## config.mk

```make
export PLATFORM = sky130hd
export DESIGN_NAME = icache_fill
export DESIGN_NICKNAME = d
export VERILOG_FILES = /design/src/rtl/icache_fill_pkg.sv /design/src/rtl/icache_fill.sv
export SDC_FILE = /design/constraint.sdc
export NUM_CORES = 1
export LEC_CHECK = 0
export ABC_AREA = 1
export CAP_MARGIN = 20
export CELL_PAD_IN_SITES_DETAIL_PLACEMENT = 0
export CELL_PAD_IN_SITES_GLOBAL_PLACEMENT = 1
export CORE_MARGIN = 1.5
export CORE_UTILIZATION = 32
export DETAILED_ROUTE_END_ITERATION = 7
export HOLD_SLACK_MARGIN = 0.12
export PLACE_DENSITY_LB_ADDON = 0.2
export SLEW_MARGIN = 0
export SYNTH_ARGS = -nofsm -noshare
export SYNTH_HDL_FRONTEND = slang
export SYNTH_SLANG_ARGS = --single-unit
```

## constraint.sdc

```tcl
create_clock -name clk -period 2.35 [get_ports clk]
set_input_delay 0.47 -clock clk [delete_from_list [all_inputs] [get_ports clk]]
set_output_delay 0.47 -clock clk [all_outputs]
set_load 0.03 [all_outputs]
```

## src/rtl/icache_fill_pkg.sv

```systemverilog
// Shared types for the instruction-cache fill engine and the cache write port.
package icache_fill_pkg;

    localparam int unsigned ICACHE_DEPTH = 32;
    localparam int unsigned ICACHE_IDX_W = $clog2(ICACHE_DEPTH);

    typedef logic [ICACHE_IDX_W-1:0] address;
    typedef logic [31:0]             word;

    typedef enum logic [1:0] {
        StIdle,
        StReq,
        StWrite,
        StDone
    } fill_state_t;

endpackage

```

## src/rtl/icache_fill.sv

```systemverilog
// Fill engine: fetches count consecutive words over a req/ack handshake and writes
// each one into the instruction cache through its single-cycle write port.
module icache_fill
    import icache_fill_pkg::*;
#(
    parameter int unsigned DEPTH = ICACHE_DEPTH,
    parameter int unsigned IDX_W = $clog2(DEPTH)
) (
    input  logic             clk,
    input  logic             nrst,
    input  logic             i_start,
    input  logic [31:0]      i_base_addr,
    input  logic [IDX_W:0]   i_count,
    output logic             o_busy,
    output logic             o_done,
    output logic             o_mem_req,
    output logic [31:0]      o_mem_addr,
    input  logic             i_mem_ack,
    input  logic [31:0]      i_mem_rdata,
    output logic             o_write,
    output logic [IDX_W-1:0] o_write_addr,
    output word              o_write_data
);

    localparam logic [IDX_W:0] CountMax = (IDX_W+1)'(DEPTH);

    fill_state_t      r_state, w_state_nxt;
    logic [31:0]      r_base, w_base_nxt;
    logic [IDX_W:0]   r_count, w_count_nxt;
    logic [IDX_W-1:0] r_idx, w_idx_nxt;
    word              r_data, w_data_nxt;

    logic [IDX_W:0]   w_count_clamp;
    logic [31:0]      w_offset;

    assign w_count_clamp = (i_count > CountMax) ? CountMax : i_count;
    assign w_offset      = {{(30-IDX_W){1'b0}}, r_idx, 2'b00};

    always_ff @(posedge clk or negedge nrst) begin
        if (!nrst) begin
            r_state <= StIdle;
            r_base  <= '0;
            r_count <= '0;
            r_idx   <= '0;
            r_data  <= '0;
        end else begin
            r_state <= w_state_nxt;
            r_base  <= w_base_nxt;
            r_count <= w_count_nxt;
            r_idx   <= w_idx_nxt;
            r_data  <= w_data_nxt;
        end
    end

    always_comb begin
        w_state_nxt = r_state;
        w_base_nxt  = r_base;
        w_count_nxt = r_count;
        w_idx_nxt   = r_idx;
        w_data_nxt  = r_data;
        unique case (r_state)
            StIdle: begin
                if (i_start) begin
                    w_base_nxt  = i_base_addr & 32'hFFFF_FFFC;
                    w_count_nxt = w_count_clamp;
                    w_idx_nxt   = '0;
                    w_state_nxt = (w_count_clamp == '0) ? StDone : StReq;
                end
            end
            StReq: begin
                if (i_mem_ack) begin
                    w_data_nxt  = i_mem_rdata;
                    w_state_nxt = StWrite;
                end
            end
            StWrite: begin
                if (({1'b0, r_idx} + (IDX_W+1)'(1)) == r_count) begin
                    w_state_nxt = StDone;
                end else begin
                    w_idx_nxt   = r_idx + IDX_W'(1);
                    w_state_nxt = StReq;
                end
            end
            StDone: begin
                w_state_nxt = StIdle;
            end
            default: begin
                w_state_nxt = StIdle;
            end
        endcase
    end

    // Address/data outputs are gated so they read zero outside their strobe cycles.
    assign o_busy       = (r_state != StIdle);
    assign o_done       = (r_state == StDone);
    assign o_mem_req    = (r_state == StReq);
    assign o_mem_addr   = o_mem_req ? (r_base + w_offset) : '0;
    assign o_write      = (r_state == StWrite);
    assign o_write_addr = o_write ? r_idx : '0;
    assign o_write_data = o_write ? r_data : '0;

endmodule

```

Word level (Yosys, flattened, before mapping)
Index checks and enable logic that the tools add are counted.
W data, S select, Z words.
- input port bits: 74
- latch bits: 0
- memories: 0
- output and inout port bits: 73
- flip-flop bits (word level): 75
- memory bits (writable): 0
- ROM bits: 0
- reduce and logical (&&, ||, !) cells: 8
- shifts and indexed selects: 0
- $lt $le $gt $ge: 1
- equal/unequal tests: 7
- multiply operators: 0
- div/mod/pow operators: 0
- bitwise logic cells: 0
- mux-type cells: 12
- $add $sub $neg: 3
- operators by type and width (kind ; number):
    $mux W32 ; 2
    $add A32 B7 Y32 ; 1
    $mux W5 ; 3
    $pmux W5 S2 ; 1
    $mux W2 ; 4
    $pmux W2 S4 ; 1
    $add A5 B1 Y6 const B ; 1
    $eq A6 B6 Y1 ; 1
    $gt A6 B6 Y1 const B ; 1
    $logic_not A6 Y1 ; 1
    $mux W6 ; 1
    $reduce_and A2 Y1 ; 3
    $add A5 B1 Y5 const B ; 1
    $eq A2 B2 Y1 const B ; 2
    $ne A2 B2 Y1 const B ; 2
    $reduce_bool A2 Y1 ; 2
    $reduce_and A3 Y1 ; 1
    $eq A2 B1 Y1 const B ; 1
    $logic_not A2 Y1 ; 1
    $ne A2 B1 Y1 const B ; 1

Longest topological paths before layout
Gate-level depths: netlist of run 1.
- depth in word-level cells: 6
- gate-level depth with buffers: 12
- gate-level depth less buffers: 12

Worst setup path before layout of run 1
No wires, ideal clock.
- kind: flip-flop to output port
- start: register r_idx[0]
- end: output port o_mem_addr[28]
- setup slack: -0.171 ns
- path buffers: 0
- cell stages (with the launch flop): 13
- arrival time: 2.051 ns
- cells stage by stage: dfrtp_1 -> ha_1 -> inv_1 -> fa_1 -> inv_1 -> nand3_1 -> nand2_1 -> nand2_1 -> a21oi_4 -> nand2_1 -> nand2_1 -> nand2_1 -> nor2_1
- longest elaborated chain between the ends: 2
- ends and longest elaborated chain (item ; RTL line ; RTL):
    from (decl) ; icache_fill.sv:30 ; logic [IDX_W-1:0] r_idx, w_idx_nxt;
    from (signal assigned) ; icache_fill.sv:50 ; r_idx <= w_idx_nxt;
    $add A32 B7 Y32 ; icache_fill.sv:97 ; assign o_mem_addr = o_mem_req ? (r_base + w_offset) : '0;
    $mux W32 ; icache_fill.sv:97 ;
    to (decl) ; icache_fill.sv:17 ; output logic [31:0] o_mem_addr,
No other way between the ends.

Worst setup path in the final report of run 1
- start: register r_idx[0]
- end: output port o_mem_addr[12]
Same word-level chain as after synthesis.

==> summary by stage, run 1 <==
Die
The placeable core area is around 14,000 um^2. From left edge to right edge, the die measures between 100 and 150 um. For this design the top-level I/O count stands at between 100 and 150. The full die area is about 15,000 um^2. The initial utilization of the core area, before any placement, comes to around a third. The number of standard-cell rows in the floorplan is 43. From bottom edge to top edge, the die measures between 100 and 150 um.

Detailed routing
In the final routed layout, each cell accounts on average for around 13 um. The number of DRC markers in iteration 0 is between 150 and 200. The total wirelength of the detailed-routed design is 13,600 um.

After detailed routing, the number of vias per cell comes to approximately 4.6. The first detailed-routing pass ran for 4 iterations. The count of vias placed by the detailed router is between 4,000 and 5,000. In this run the remaining antenna-violating nets after routing total 0. The final routed DRC violation total is 0.

STA
The number of hold violations in the final report is 0. The timing-limited maximum frequency is around 370 MHz. The final critical delay including setup and external delays is between 2 and 3 ns. The total setup violations reported at the end of the flow is 27. The worst max-slew margin expressed relative to the limit is a little over three fifths. For the pin with the worst max-slew slack, the measured transition is roughly 0.56 ns.

The share of the clock period used by the worst path after layout is 116%. Once routing completed, OpenROAD measured the worst setup slack at -0.374 ns. Hold timing on the final database bottoms out at a slack of 0.113 ns.

Adding up every negative setup slack in the final design gives -7.25 ns. Setup repair after global routing could not meet its margin everywhere. The max-slew violation count is 0. The post-route clock skew is between 0.005 and 0.006 ns.

Clock tree
The longest clock path from root to sink contains 2 buffers. The post-CTS clock slew at the launch and capture registers of the worst setup and hold paths is approximately 0.060 ns. Clock latency on the worst-skew pair, taken at its later pin, is around 0.34 ns. The clock sink count is 75. Counting the buffers created by CTS gives 9. In this run the number of H-tree levels came out at 3. The root cell of the clock tree is sky130_fd_sc_hd__clkbuf_16. The clock tree from TritonCTS is done.

Synth
For this run, asynchronously set or reset flops after synthesis account for 100%. Synthesis handed over a netlist of 660 instances. Counting distinct cell types in the post-synthesis netlist gives 34. The netlist area before placement is between 4000 and 5000 um^2.

The synthesized netlist devotes under 10% of its cell area to XOR and XNOR gates. The Yosys step of the flow raised 0 warnings. The dominant combinational cell family by area after synthesis is simple AND/OR/NAND/NOR gates. The most used flip-flop cell after synthesis is sky130_fd_sc_hd__dfrtp_1. For this run, the register share of the synthesized area comes to 41.6%. The simple-gate share of the synthesized area is ~34%. The synthesized netlist devotes 9.77% of its cell area to compound gates. A synthesized cell averages 6.83 um^2. After synthesis, the share of cell area in mux cells is 0%. Of the total synthesized cell area, the portion taken by full adders, half adders and majority gates is about 2.1%. In this run, synthesis inferred 0 flip-flops with an integrated enable.

In this run, synthesis produced a sequential element count of between 70 and 80.

Critical path
The category of the worst setup path capture point is an output pin. The signal on the critical path passes through ha_2 > inv_2 > fa_2 > inv_2 > nand3_2 > nand2_4 > nand2_4 > a21oi_4 > buf_4 > xnor2_1 > nor2_2 > buf_6. The critical path in this run is classified as reg -> out.

Data on the critical path is required at its endpoint by approximately 1.9 ns. The highest cell delay on the worst timing path is between 0.3 and 0.4 ns. The arrival time of data at the critical path endpoint is 2.25 ns. The slowest stage cell on the critical path is sky130_fd_sc_hd__dfrtp_1. The worst setup path is launched from a register. Of all nets on the critical path, the largest fanout is 5.

The gate family responsible for the most delay along the worst path is adder cells. Counting both buffers and inverters, the worst setup path holds a total of 4.

Cells and area
The number of nets in the layout is just over 900. The area added between synthesis and finish is 55.2%. Of the cells placed in the final design, the portion with a size suffix greater than 1 is 20.6%.

The number of antenna diodes in the final layout is 0.

Placement
The total of buffers placed on input and output ports is around 140. The HPWL after detailed placement is 10,400 um. The routability congestion estimate from global placement is between 0.8 and 0.9.

Power and ir drop
The power density normalized to cell area is between 1000 and 1500 nW/um^2. The analysis attributes to cell leakage a power of approximately 0.0036 uW. Across the VDD grid, the largest voltage drop is just under 0.0004 V.

Status
The final reports fail on negative setup slack. The run finished, with violations left.

Global routing
Global routing finished with a remaining overflow of 0. The via count of the first global-routing pass is around 4,800. The number of antenna violations at the first check in global routing is 1. Entering global routing, the biggest net connects 48 pins.

The first global-routing pass estimated approximately 23,000 um of wire. The global-route usage over all layers is around a fifth.

Run
The tool flagged a number of max-cap violations equal to 0.

Hold path
The worst hold path class is in -> async.
cells in the mapped netlist (4+ instances only):
| library cell | instances | share of area, % |
|---|---|---|
| sky130_fd_sc_hd__dfrtp_1 | 75 | 42 |
| sky130_fd_sc_hd__xnor2_1 | 5 | 0.97 |
| sky130_fd_sc_hd__buf_2 | 13 | 1.4 |
| sky130_fd_sc_hd__nand3_1 | 39 | 4.3 |
| sky130_fd_sc_hd__o21ai_0 | 22 | 2.4 |
| sky130_fd_sc_hd__nor2_1 | 125 | 10 |
| sky130_fd_sc_hd__xor2_1 | 5 | 0.97 |
| sky130_fd_sc_hd__nand4_1 | 10 | 1.4 |
| sky130_fd_sc_hd__clkbuf_1 | 9 | 0.75 |
| sky130_fd_sc_hd__inv_1 | 81 | 6.7 |
| sky130_fd_sc_hd__nor3_1 | 4 | 0.44 |
| sky130_fd_sc_hd__a21oi_1 | 47 | 5.2 |
| sky130_fd_sc_hd__ha_1 | 6 | 1.7 |
| sky130_fd_sc_hd__o21ai_1 | 4 | 0.44 |
| sky130_fd_sc_hd__inv_2 | 12 | 1.0 |
| sky130_fd_sc_hd__nor2_2 | 8 | 1.1 |
| sky130_fd_sc_hd__nand2_1 | 169 | 14 |
| sky130_fd_sc_hd__nand2_2 | 6 | 0.83 |
cell type report:
class                      instances  area [um^2]
fill                            1397         6830
sequential                        75         1880
inverter                          93          352
timing repair buffer             185         1820
multi-input combinational        469         2420
clock inverter                     6         66.3
tap                              180          225
clock buffer                      10          229
stage by stage:
| step | instance area, um^2 | utilization (%) | cells | power (uW) | setup WS, ns |
|---|---|---|---|---|---|
| after global placement | 6350 | 45.9 | 988 | 6320 | -0.205 |
| after global routing | 6990 | 50.6 | 1018 | 8440 | -0.501 |
| after detailed placement | 6350 | 45.9 | 988 | 6390 | -0.216 |
| final | 6990 | 50.6 | 1018 | 7850 | -0.374 |
| after CTS | 6880 | 49.8 | 1010 | 7900 | -0.442 |
| after floorplan | 4550 | - | 661 | 4730 | -0.0443 |
layout by cell type, fill, tap and decap left out, types with 3 or more instances in the layout:
| cell type | Yosys | final |
|---|---|---|
| sky130_fd_sc_hd__nor2_1 | 125 | 113 |
| sky130_fd_sc_hd__clkinv_4 | 0 | 3 |
| sky130_fd_sc_hd__a21oi_1 | 47 | 40 |
| sky130_fd_sc_hd__nand2_4 | 1 | 7 |
| sky130_fd_sc_hd__nand2_2 | 6 | 12 |
| sky130_fd_sc_hd__a21oi_2 | 0 | 6 |
| sky130_fd_sc_hd__inv_2 | 12 | 13 |
| sky130_fd_sc_hd__nor2_2 | 8 | 18 |
| sky130_fd_sc_hd__o21ai_2 | 2 | 3 |
| sky130_fd_sc_hd__dlygate4sd2_1 | 0 | 32 |
| sky130_fd_sc_hd__inv_1 | 81 | 79 |
| sky130_fd_sc_hd__ha_4 | 0 | 4 |
| sky130_fd_sc_hd__nand2_1 | 169 | 157 |
| sky130_fd_sc_hd__dfrtp_1 | 75 | 75 |
| sky130_fd_sc_hd__buf_4 | 2 | 48 |
| sky130_fd_sc_hd__xnor2_1 | 5 | 4 |
| sky130_fd_sc_hd__clkdlybuf4s50_1 | 0 | 72 |
| sky130_fd_sc_hd__dlymetal6s2s_1 | 0 | 6 |
| sky130_fd_sc_hd__nor2_4 | 2 | 4 |
| sky130_fd_sc_hd__clkbuf_16 | 0 | 9 |
| sky130_fd_sc_hd__nand3_2 | 0 | 3 |
| sky130_fd_sc_hd__nand3_1 | 39 | 36 |
| sky130_fd_sc_hd__buf_12 | 0 | 10 |
| sky130_fd_sc_hd__nor3_1 | 4 | 4 |
| sky130_fd_sc_hd__buf_6 | 0 | 16 |
| sky130_fd_sc_hd__xor2_1 | 5 | 3 |
| sky130_fd_sc_hd__o21ai_0 | 22 | 18 |
| sky130_fd_sc_hd__o21ai_1 | 4 | 5 |
| sky130_fd_sc_hd__nand4_1 | 10 | 10 |
state kept, by name, indices dropped and copies added (netlist names):
signal / count
r_count: 6
r_base: 30
r_state: 2
r_data: 32
r_idx: 5
kinds of logic after synthesis:
family | Yosys count
AO/OA/AOI/OAI | 81
flip-flops | 75
AND/OR/NAND/NOR | 369
adder cells (fa/ha/maj) | 7
other | 1
buffers and inverters | 117
XOR/XNOR | 10
path summary, 6_finish.rpt:
check	startpoint	slack, ns	endpoint	cells past startpoint
setup / recovery	r_idx[0]	-0.37	o_mem_addr[12]	12
min in group clk	r_base[2]	0.50	r_base[2]	2
max in group asynchronous	nrst	1.63	r_base[18]	2
hold / removal	nrst	0.11	r_base[10]	1
hold reg to reg	r_base[2]	0.50	r_base[2]	2
setup reg to reg	r_idx[0]	0.51	r_idx[3]	10
worst register-to-register path: cells and delay by family, from the launching register on:
family	cells	cell delay (ns)
flops	1	0.39
fa+ha+maj	1	0.32
simple gates	6	0.58
buf+inv	2	0.30
xor+xnor	1	0.15
power by group:
group | internal, uW | total, uW | switching [uW] | leakage (uW)
Combinational | 1580 | 4170 | 2590 | 0.00258
Sequential | 1860 | 2290 | 437 | 0.000886
Clock | 824 | 1380 | 559 | 0.000146
per-layer routing:
layer  vias up  wire [um]  GRT usage (%)
met5         -          0              0
met4         0        197           6.54
met3        17        961           5.57
met2       131       6460           32.4
met1      2153       6010           24.0
li1       2385          -              -
repair_timing:
| item | CTS | global route |
|---|---|---|
| setup endpoints to repair | 60 | 35 |
| pin swaps | 13 | 9 |
| resized for setup | 89 | 20 |
| setup buffers | 6 | 8 |
| cloned | 0 | 0 |
| hold buffers | 0 | 0 |
(Power assumes the default switching activity.)
==> inputs of run 2 (changes only) <==
Clock period 2.35 ns to 2.63 ns, I/O delays scaled along.
==> run 2 against run 1 <==
  * The flow still finishes with violations (negative setup slack)
  * Global-route usage fell by 0.30 points
  * Non-clock buffer count fell by 5
  * Clock power fell by 7%
  * Worst hold slack improved by 0.38 ns
  * Clock skew rose by 0.0028 ns
  * Count of clock-buffer cells in the layout fell by 1
  * Combinational power fell by 12%
  * Register-to-register slack improved by 0.15 ns
  * Cell area rose by 0.98%
  * Sequential share of layout area fell by 0.21 points
  * Via count fell by 1.3%
  * Utilization rose by 0.50 points
  * Critical endpoint is now o_mem_addr[20]
  * Largest cell class unchanged
  * Highest routed layer unchanged
==> summary by stage, run 2 (synthesized netlist as in run 1, its figures left out) <==
Clock tree
The post-CTS clock slew at the launch and capture registers of the worst setup and hold paths is 0.06 ns (about the same). The H-tree depth reported by CTS is 3 (unchanged). The source-to-sink clock delay at the later pin of the worst-skew pair is 0.34 ns (about the same). The number of buffers between clock root and the deepest sink is 2 (unchanged). The clock tree from TritonCTS is done. The clock sink count is 75 (unchanged). CTS placed an instance of sky130_fd_sc_hd__clkbuf_16 at the clock tree root. The clock buffer count from CTS is 9 (unchanged).

STA
After layout, the worst path uses 107% of the clock period. The worst setup margin is -0.189 ns (+0.184 ns). Subtracting the final worst setup slack from the clock period gives 2.82 ns. The max-slew violation count is 0 (unchanged).

The number of hold violations in the final report came to 0 (unchanged). For this run, the top clock speed supported by timing is between 300 and 400 MHz. Setup repair after global routing could not meet its margin everywhere.

The total setup violations reported at the end of the flow is 13 (-52%). The post-route clock skew is 0.00800 ns (+0.00285 ns).

Cells and area
The flip-flop count of the largest register after layout is 32 (unchanged). The final core utilization is 51.1% (+0.50 points). Leaving out fill and tap cells, the most frequent cell in the layout is sky130_fd_sc_hd__nand2_1. The area of the multi-input gates is 2430 um^2 (+0.41%). From synthesis to final layout, the design area changed by 56.7%.

The number of nets in the layout is 909 (-0.55%). The top cell types in the final layout, fill and taps aside, are 152 x sky130_fd_sc_hd__nand2_1, 118 x sky130_fd_sc_hd__nor2_1, 77 x sky130_fd_sc_hd__clkdlybuf4s50_1. The final cell count without fillers is 1,013 (-0.49%). The most flop-heavy register is r_data. The filler cell count is 1,372 (-1.8%). The largest registers in the layout are r_data x32, r_base x30, r_count x6. The layout cell share with drive strength beyond 1 came to 20.0% (-0.60 points).

The antenna diode count came to 0 (unchanged). The combined flip-flop and latch cell area was 1880 um^2 (+0.20%).

Detailed routing
The count of vias placed by the detailed router was 4,623 (-1.3%). The total iterations of the first detailed-routing run was 5 (+1). The final antenna-violating net count is 0 (unchanged). The routed wirelength normalized by instance count is 13.4 um (-0.24%). The number of DRC markers in iteration 0 is 256 (+51%). The total wirelength of the detailed-routed design is 13,500 um (-0.73%). The post-detailed-route via-to-cell ratio was 4.56 (-0.86%).

The final routed DRC violation total is 0 (unchanged).

Critical path
The reg-to-reg critical path startpoint is r_idx[0]. The category of the worst setup path capture point is an output pin. The end of the worst register-to-register path is r_idx[2]. The maximum fanout encountered on the critical timing path came to 3 (-2).

The classification of the worst setup path is reg -> out. The cell depth of the worst flop-to-flop path is 12 (+2). The arrival time of data at the critical path endpoint came to 2.29 ns (+0.04 ns). Tracing the worst setup path back leads to its startpoint at r_base[2]. The data required time of the worst path is 2.10 ns (+0.22 ns). The worst setup path is launched from a register. The slack of the worst reg-to-reg path was 0.66 ns (+0.15 ns).

Die
The horizontal die dimension came to 122 um (unchanged). The placeable core area is 13,800 um^2 (unchanged). The height of the chip is 122 um (unchanged). The count of pins on the block boundary is 147 (unchanged). The number of standard-cell rows in the floorplan is 43 (unchanged). The full die area was 14,800 um^2 (unchanged). The initial cell density of the core is 32.6% (unchanged).

Global routing
The wire length of the first global-routing pass is 22,000 um (-2.9%). The number of antenna violations at the first check in global routing is 0 (-1). The global-route usage over all layers is 19.1% (-0.30 points). The pin count of the biggest net entering global routing was 76 (+58%).

The global route total overflow came to 0 (unchanged). The via count of the first global-routing pass is 4,434 (-7.2%).

Status
The final reports fail on negative setup slack. The flow ran to the end, but the final reports show violations.

Power and ir drop
The leakage power figure came to 0.00396 uW (+9.8%). The power density normalized to cell area is 996 nW/um^2 (-11%). The worst IR drop on VDD is 0.000538 V (+40%).

Hold path
The worst hold path terminates at r_base[2]. In this run the worst hold path is classified as reg -> reg. The source of the worst hold timing path is r_base[2].

The worst hold path passes through 2 cells.

Placement
The routability congestion estimate from global placement came to 0.871 (+3.4%). The HPWL after detailed placement is 9750 um (-5.9%). The total of buffers placed on input and output ports is 142 (unchanged). The total instance count after detailed placement is 975 (-1.3%).

Run
The count of maximum capacitance violations is 0 (unchanged).
run 2: cell types whose count changed in the layout (fill, tap and decap cells not counted), sizes merged:
cell	before	now
clkinv	5	2
clkdlybuf4s50	72	77
inv	93	97
clkbuf	11	10
dlygate4sd2	32	0
dlymetal6s2s	6	35
buf	74	66
dlygate4sd3	0	1
run 2: where the power goes:
part           switching, uW  internal, uW  leakage (uW)
Clock                    542           752      0.000153
Combinational           2260          1410       0.00293
Sequential               397          1660      0.000882
run 2: layout make-up:
cell class              instances  area share, %
multi-input cells             469           34.5
repair buffers                180           26.4
clock buffers                   9           3.19
flip-flops and latches         75           26.6
clock inverters                 7           1.15
well taps                     180           3.19
inverters                      93           4.98
run 2: routing by layer:
layer / part of all wire [%] / wire (um) / GRT usage, %
met5: 0 / 0 / 0
met4: 1.1 / 145 / 4.26
met1: 43 / 5830 / 23.4
met2: 47 / 6390 / 31.6
met3: 8.6 / 1170 / 7.63
run 2: repair_timing:
item | 4_1_cts | 5_1_grt
setup buffers | 7 | 13
endpoints found under the setup margin | 61 | 61
pin swaps | 10 | 14
gates resized for setup | 34 | 84
endpoints found under the hold margin | 0 | 7
gates cloned | 0 | 0
hold buffers | 0 | 1
run 2: critical path: stages (launching register included):
cell	delay [ns]
sky130_fd_sc_hd__dfrtp_1	0.35
sky130_fd_sc_hd__ha_2	0.19
sky130_fd_sc_hd__inv_2	0.04
sky130_fd_sc_hd__fa_2	0.36
sky130_fd_sc_hd__inv_2	0.09
sky130_fd_sc_hd__nand3_4	0.07
sky130_fd_sc_hd__nand2_4	0.09
sky130_fd_sc_hd__nand2_4	0.06
sky130_fd_sc_hd__a21oi_4	0.14
sky130_fd_sc_hd__buf_6	0.13
sky130_fd_sc_hd__buf_4	0.11
sky130_fd_sc_hd__nand3_1	0.06
sky130_fd_sc_hd__nand2_1	0.09
sky130_fd_sc_hd__nor2_2	0.06
sky130_fd_sc_hd__buf_12	0.13
run 2: worst max path at each step:
stage / endpoint / cells after the start
6_report: o_mem_addr[20] / 14
5_1_grt: o_mem_addr[28] / 14
4_1_cts: o_mem_addr[12] / 12
3_5_place_dp: o_mem_addr[30] / 14
3_3_place_gp: o_mem_addr[30] / 14
2_1_floorplan: o_mem_addr[28] / 12
run 2: per-stage QoR:
stage                     total power [uW]  hold WS (ns)  setup WS [ns]  cell area (um^2)  TNS [ns]
after floorplan                       4170         0.230         0.0532              4510         0
after global placement                5500         0.466         0.0349              6190         0
after detailed placement              5540         0.480       -0.00499              6190  -0.00499
after CTS                             6980         0.388         -0.238              6670     -1.70
after global routing                  7560         0.515         -0.297              7060     -3.42
final                                 7030         0.495         -0.189              7060     -1.40
